===== config.mk =====
export PLATFORM = sky130hd
export DESIGN_NAME = inst_fetch_queue
export DESIGN_NICKNAME = d
export VERILOG_FILES = /design/src/rtl/inst_fetch_queue.sv
export SDC_FILE = /design/constraint.sdc
export NUM_CORES = 1
export LEC_CHECK = 0
export ABC_AREA = 1
export CAP_MARGIN = 20
export CORE_AREA = 2 2 158 160
export DETAILED_ROUTE_END_ITERATION = 10
export DIE_AREA = 0 0 160 162
export GPL_TIMING_DRIVEN = 0
export PLACE_DENSITY = 0.79
export SYNTH_ARGS = -nofsm -noshare
export SYNTH_HDL_FRONTEND = slang
export SYNTH_SLANG_ARGS = --single-unit

===== constraint.sdc =====
create_clock -name clk -period 5.4 [get_ports clk]
set_clock_uncertainty 0.2 [all_clocks]
set_input_delay 0.54 -clock clk [delete_from_list [all_inputs] [get_ports clk]]
set_output_delay 0.54 -clock clk [all_outputs]
set_load 0.01 [all_outputs]

===== src/rtl/inst_fetch_queue.sv =====
// rtl/inst_fetch_queue.sv - instruction queue between fetch and decode with head field split
//
// Purpose:
//   DEPTH-entry FIFO of {pc, inst} pairs with valid/ready handshakes on both
//   sides. The head entry is read combinationally and split into MIPS
//   instruction fields, with sign/zero-extended immediates.
//
// Ports:
//   clk, reset        rising-edge clock, asynchronous active-high reset
//   flush             synchronous discard of all entries (redirect)
//   in_valid/in_ready fetch-side handshake, in_pc/in_inst payload
//   out_valid/out_ready decode-side handshake, out_pc/out_inst head payload
//   op..j_index       head instruction fields
//   imm_sext/imm_zext extended immediates
//   is_nop            head instruction is all zeros
//   count             occupied entries
module inst_fetch_queue #(
    parameter int DEPTH     = 4,
    parameter int PC_WIDTH  = 32,
    parameter int EXT_WIDTH = 32
) (
    input  logic                      clk,
    input  logic                      reset,
    input  logic                      flush,
    input  logic                      in_valid,
    output logic                      in_ready,
    input  logic [PC_WIDTH-1:0]       in_pc,
    input  logic [31:0]               in_inst,
    output logic                      out_valid,
    input  logic                      out_ready,
    output logic [PC_WIDTH-1:0]       out_pc,
    output logic [31:0]               out_inst,
    output logic [5:0]                op,
    output logic [4:0]                rs,
    output logic [4:0]                rt,
    output logic [4:0]                rd,
    output logic [4:0]                shamt,
    output logic [5:0]                funct,
    output logic [15:0]               imm,
    output logic [25:0]               j_index,
    output logic [EXT_WIDTH-1:0]      imm_sext,
    output logic [EXT_WIDTH-1:0]      imm_zext,
    output logic                      is_nop,
    output logic [$clog2(DEPTH):0]    count
);

    localparam int AW = $clog2(DEPTH);
    localparam int CW = AW + 1;
    localparam int EW = PC_WIDTH + 32;
    localparam logic [CW-1:0] FULL = CW'(DEPTH);

    // Storage is deliberately not reset; validity is tracked by count alone.
    logic [EW-1:0] mem_q [DEPTH];

    logic [AW-1:0] wr_ptr_q, wr_ptr_d;
    logic [AW-1:0] rd_ptr_q, rd_ptr_d;
    logic [CW-1:0] count_q, count_d;

    logic push;
    logic pop;
    logic wr_en;

    assign in_ready  = (count_q != FULL);
    assign out_valid = (count_q != '0);
    assign count     = count_q;

    assign push  = in_valid && in_ready;
    assign pop   = out_valid && out_ready;
    // A push coinciding with flush is dropped before it reaches storage.
    assign wr_en = push && !flush;

    always_comb begin
        wr_ptr_d = wr_ptr_q;
        rd_ptr_d = rd_ptr_q;
        count_d  = count_q;
        if (flush) begin
            wr_ptr_d = '0;
            rd_ptr_d = '0;
            count_d  = '0;
        end else begin
            // Power-of-two depth: pointer overflow is the wrap.
            if (push) begin
                wr_ptr_d = wr_ptr_q + AW'(1);
            end
            if (pop) begin
                rd_ptr_d = rd_ptr_q + AW'(1);
            end
            case ({push, pop})
                2'b10:   count_d = count_q + CW'(1);
                2'b01:   count_d = count_q - CW'(1);
                default: count_d = count_q;
            endcase
        end
    end

    always_ff @(posedge clk or posedge reset) begin
        if (reset) begin
            wr_ptr_q <= '0;
            rd_ptr_q <= '0;
            count_q  <= '0;
        end else begin
            wr_ptr_q <= wr_ptr_d;
            rd_ptr_q <= rd_ptr_d;
            count_q  <= count_d;
        end
    end

    always_ff @(posedge clk) begin
        if (wr_en) begin
            mem_q[wr_ptr_q] <= {in_pc, in_inst};
        end
    end

    // Head read: gated to zero when empty so decode never sees stale RAM.
    logic [EW-1:0] head;
    assign head = out_valid ? mem_q[rd_ptr_q] : '0;

    assign out_pc   = head[EW-1:32];
    assign out_inst = head[31:0];
    assign op       = out_inst[31:26];
    assign rs       = out_inst[25:21];
    assign rt       = out_inst[20:16];
    assign rd       = out_inst[15:11];
    assign shamt    = out_inst[10:6];
    assign funct    = out_inst[5:0];
    assign imm      = out_inst[15:0];
    assign j_index  = out_inst[25:0];
    assign is_nop   = out_valid && (out_inst == 32'h0000_0000);

    generate
        if (EXT_WIDTH > 16) begin : g_ext
            assign imm_sext = {{(EXT_WIDTH-16){imm[15]}}, imm};
            assign imm_zext = {{(EXT_WIDTH-16){1'b0}}, imm};
        end else begin : g_noext
            assign imm_sext = imm;
            assign imm_zext = imm;
        end
    endgenerate

endmodule


== Yosys cells after proc, flatten, opt, wreduce, memory -nomap -nowiden ==
Memories as Yosys holds them, arrays and structs flattened.
Index checks and enable logic that the tools add are counted.
Cells by class
  add/subtract/negate cells: 4
  equality and inequality tests: 3
  mux-type cells: 9
  reduce and logical (&&, ||, !) cells: 10
Operators with widths (number)
  $mux W64: 1
  $logic_not A32 Y1: 1
  $mux W2: 4
  $pmux W3 S2: 1
  $reduce_bool A3 Y1: 2
  $add A2 B1 Y2 const B: 2
  $logic_and A1 B1 Y1: 4
  $reduce_bool A2 Y1: 2
  $add A3 B1 Y3 const B: 1
  $mux W3: 1
  $ne A3 B3 Y1 const B: 1
  $sub A3 B1 Y3 const B: 1
  $eq A2 B1 Y1 const B: 1
  $eq A2 B2 Y1 const B: 1
  $mux W1: 2
  $logic_not A1 Y1: 1
Storage, ports and cells
  register bits after elaboration: 7
  bits in writable memories: 256
  input bits: 69
  output and inout port bits: 208
  memories kept: 1
Memories
  mem_q: words 4, width 64, rd ports 1, clocked after Yosys merged registers in 0, write ports 1, RTL line 53  | logic [EW-1:0] mem_q [DEPTH];

== Logic depth before layout (Yosys ltp) ==
  word-level depth: 5
  gate-level depth with buffers: 13
  mapped depth without buffers: 10

== Worst setup path after synthesis ==
No wires, ideal clock.
  path kind: reg2reg
  start: reg count_q[0], in the netlist count[0]
  end: mem mem_q[0][0] in the netlist's numbering, enable pin
  setup time: 486 ps
  arrival time: 3699 ps
  setup slack: 1014 ps
  stages on the path, launching flop included: 7
  cell sequence: dfrtp_1 > inv_1 > nand3_1 > nand2_1 > inv_1 > nand2_1 > nor2_1
Between the ends
  cells in the longest elaborated chain, start to end: 5
RTL lines
  from (decl): RTL line 57  | logic [CW-1:0] count_q, count_d;
  from (signal assigned): RTL line 104  | count_q <= count_d;
  $ne A3 B3 Y1: RTL line 63  | assign in_ready = (count_q != FULL);
  named net in_ready: RTL line 26  | output logic in_ready,
  $logic_and A1 B1 Y1: RTL line 67  | assign push = in_valid && in_ready;
  $logic_and A1 B1 Y1: RTL line 70  | assign wr_en = push && !flush;
  $mux W1: RTL line 109  | if (wr_en) begin
  $mux W1 (implied by the code): RTL line 110  | mem_q[wr_ptr_q] <= {in_pc, in_inst};
  to (decl): RTL line 53
The timed path passes the listed nets, and every way through them passes these cells.

== Final worst setup path ==
  start: reg rd_ptr_q[1]
  end: out j_index[11]
Between the ends
  cells in the longest elaborated chain, start to end: 2
RTL lines
  from (decl): RTL line 56  | logic [AW-1:0] rd_ptr_q, rd_ptr_d;
  from (signal assigned): RTL line 103  | rd_ptr_q <= rd_ptr_d;
  $mem_v2 Z4 W64
  $mux W64: RTL line 116  | assign head = out_valid ? mem_q[rd_ptr_q] : '0;
  to (decl): RTL line 40  | output logic [25:0] j_index,
Every way passes these cells.

==> results.py <==
metrics = {
    "status": {
        "outcome": "completed",
    },
    "route": {
        "dr_wl_met3_mm": 3.09,
        "routed_wl_mm": 31.1,
        "wl_met1_mm": 11.1,
        "drc": 0,
        "wl_per_cell_um": 17.6,
        "wl_met2_mm": 15.7,
        "dr.pass1.iters": 5,
        "vias": 8805,
        "via_per_inst": 5.00,
        "highest_layer": "met5",
        "ant_nets": 0,
        "dr.first_iter.drc_count": 559,
    },
    "placed_design": {
        "io_buffers": 260,
        "dp_hpwl_mm": 21.3,
        "routabilityCongestion": 0.864,
        "dp_slack_ps": 1840,
        "dp_cells": 1710,
    },
    "power_and_ir_drop": {
        "switching_share_pct": 34.1,
        "p_leak_nw": 6.45,
        "comb_power_share_pct": 54.7,
        "internal_power_mw": 6.33,
        "p_clk_share_pct": 20.2,
        "vdd_drop_max_v": 0.000355,
        "p_seq_share_pct": 25.1,
        "power_density_nw_per_um2": 594,
        "p_sw_mw": 3.28,
    },
    "floorplan": {
        "die_area_sq_um": 25900,
        "num_rows": 57,
        "core_sq_um": 24100,
        "die_w_um": 160,
        "start_util_pct": 49.6,
        "die_y_um": 162,
        "ios": 277,
    },
    "worst_setup_path": {
        "path_buf_inv": 5,
        "worstPathRequired_ps": 4660,
        "r2r-start": "count[0]$_DFFE_PP0P_",
        "crit_path_end_kind": "output port",
        "cp_top_family": "buffers and inverters",
        "crit_fanout": 10,
        "critPathKind": "reg2out",
        "critPathMaxStageDelay_ps": 820,
        "path_cells": "buf_2 -> inv_2 -> clkbuf_1 -> nand2_1 -> a21oi_1 -> buf_4 -> clkdlybuf4s50_1",
        "r2r_cells": 7,
        "startpoint_type": "register",
        "setup.worst_path.start": "rd_ptr_q[1]$_DFFE_PP0P_",
        "arrival_ps": 3410,
        "cp_slowest_cell": "a21oi_1",
        "path_depth": 7,
    },
    "global_route": {
        "overflow": 0,
        "grt_max_degree": 30,
        "antenna_found_initial": 3,
        "grt_pass1_wl_mm": 47.0,
        "grt_pass1_vias": 8772,
        "grt_usage_pct": 23.6,
    },
    "timing": {
        "rsz0062_at_grt": "no",
        "finalMaxSlewViolations": 0,
        "finalHoldViolCount": 0,
        "max_freq_mhz": 241,
        "fin_crit_ps": 4150,
        "report.final.setup_viol": 0,
        "tightest_slew_ps": 997,
        "period_share_pct": 76.8,
        "relSlewSlack_pct": 33.5,
        "worst_slack_ps": 1250,
    },
    "clocking": {
        "root_buffer": "clkbuf_16",
        "ctsResizeCount": 0,
        "clk_latency_ps": 540,
        "clock-sinks": 263,
        "post_cts_buffers": 0,
        "clk_pin_slew_worst_paths_ps": 60,
        "cts_hold_buf": 0,
        "cts_max_path_buffers": 3,
        "cts_tree": "done",
        "cts_made_buffers": 27,
        "htreeDepth": 1,
    },
    "yosys": {
        "postSynthCellCount": 1103,
        "ys_types": 21,
        "ys_seq_area_share_pct": 65.8,
        "syn_area_sq_um": 11900,
        "synth-seq-cells": 263,
        "ys_warn_count": 0,
        "syn_avg_cell_area_sq_um": 10.8,
    },
    "finish": {
        "syn_to_final_growth_pct": 35.3,
        "layout_commonest_cell": "clkdlybuf4s50_1",
        "multi_input_area_sq_um": 2560,
        "mostFrequentLayoutCells": "clkdlybuf4s50_1, edfxtp_1, nand2_1, nor2_1, buf_4",
        "finalNetCount": 1489,
        "register_area_sq_um": 7860,
        "drive_gt1_share_pct": 15.4,
        "stdcell_count": 1762,
        "fin_util_pct": 67.0,
        "num-fill-cells": 1805,
    },
    "worst_hold_path": {
        "hp-class": "in2async",
    },
    "flow_run": {
        "drv_cap": 0,
    },
}
[worst paths after layout]
check | endpoint | slack (ps)
max in group asynchronous | wr_ptr_q[0]$_DFFE_PP0P_ | 4760
min reg2reg | wr_ptr_q[0]$_DFFE_PP0P_ | 370
max | j_index[11] | 1250
min | count[2]$_DFFE_PP0P_ | 20
max reg2reg | mem_q[3][28]$_DFFE_PP_ | 2700
min in group clk | wr_ptr_q[0]$_DFFE_PP0P_ | 370
[state kept, by name, summed over array words and instances (netlist names)]
| signal | count |
|---|---|
| count | 3 |
| mem_q | 256 |
| rd_ptr_q | 2 |
| wr_ptr_q | 2 |
[cell usage after synthesis]
cell type | count | area (sq um)
a21oi_1 | 63 | 315
buf_1 | 4 | 15.0
buf_2 | 15 | 75.1
buf_4 | 141 | 1060
buf_6 | 9 | 101
clkbuf_1 | 19 | 71.3
conb_1 | 1 | 3.75
dfrtp_1 | 7 | 175
edfxtp_1 | 256 | 7690
fa_1 | 1 | 20.0
ha_1 | 4 | 50.1
inv_1 | 76 | 285
inv_2 | 3 | 11.3
nand2_1 | 220 | 826
nand3_1 | 38 | 190
nor2_1 | 151 | 567
nor3_4 | 1 | 16.3
o21ai_0 | 77 | 385
o21ai_1 | 15 | 75.1
xnor2_1 | 1 | 8.76
xor2_1 | 1 | 8.76
[cells by family (layout without fill, tap and decap cells)]
family          count (synthesis)  count (layout)  synth area share [%]
compound gates                155             155                  6.49
xor+xnor                        2               2                 0.147
fa+ha+maj                       5               5                 0.587
buf+inv                       267             585                  13.5
flops                         263             263                  65.8
other cells                     1              18                0.0314
simple gates                  410             410                  13.4
[final cells by class]
class	instances	area share, %
repair buffers	268	17.2
diodes	2	0.0310
well taps	324	2.51
plain buffers	188	8.18
flip-flops and latches	263	48.7
clock inverters	19	1.51
inverters	79	1.84
clock buffers	31	4.27
multi-input cells	588	15.8
[power groups by stage]
stage / logic [mW] / registers (mW) / clock network, mW
global route: 5.61 / 2.42 / 2.03
global placement: 5.15 / 2.47 / 0
finish: 5.25 / 2.41 / 1.94
CTS: 5.29 / 2.41 / 1.96
floorplan: 2.62 / 2.46 / 0
detailed placement: 5.26 / 2.46 / 0
[layer usage]
metal | up-vias | track usage, %
met5 | - | 0
met4 | 2 | 9.66
met3 | 74 | 5.95
met2 | 470 | 42.8
met1 | 4102 | 26.6
li1 | 4157 | -
[per-stage QoR]
step | power, mW | instance area, sq um | setup TNS (ps) | hold WS [ps]
4_1_cts | 9.66 | 16200 | 0 | 26.0
3_3_place_gp | 7.62 | 15000 | -356950 | 313
2_1_floorplan | 5.08 | 12000 | 0 | 143
5_1_grt | 10.1 | 16200 | 0 | 43.9
6_report | 9.61 | 16200 | 0 | 24.8
3_5_place_dp | 7.72 | 15200 | 0 | 357
Power figures use the tool's default switching activity.
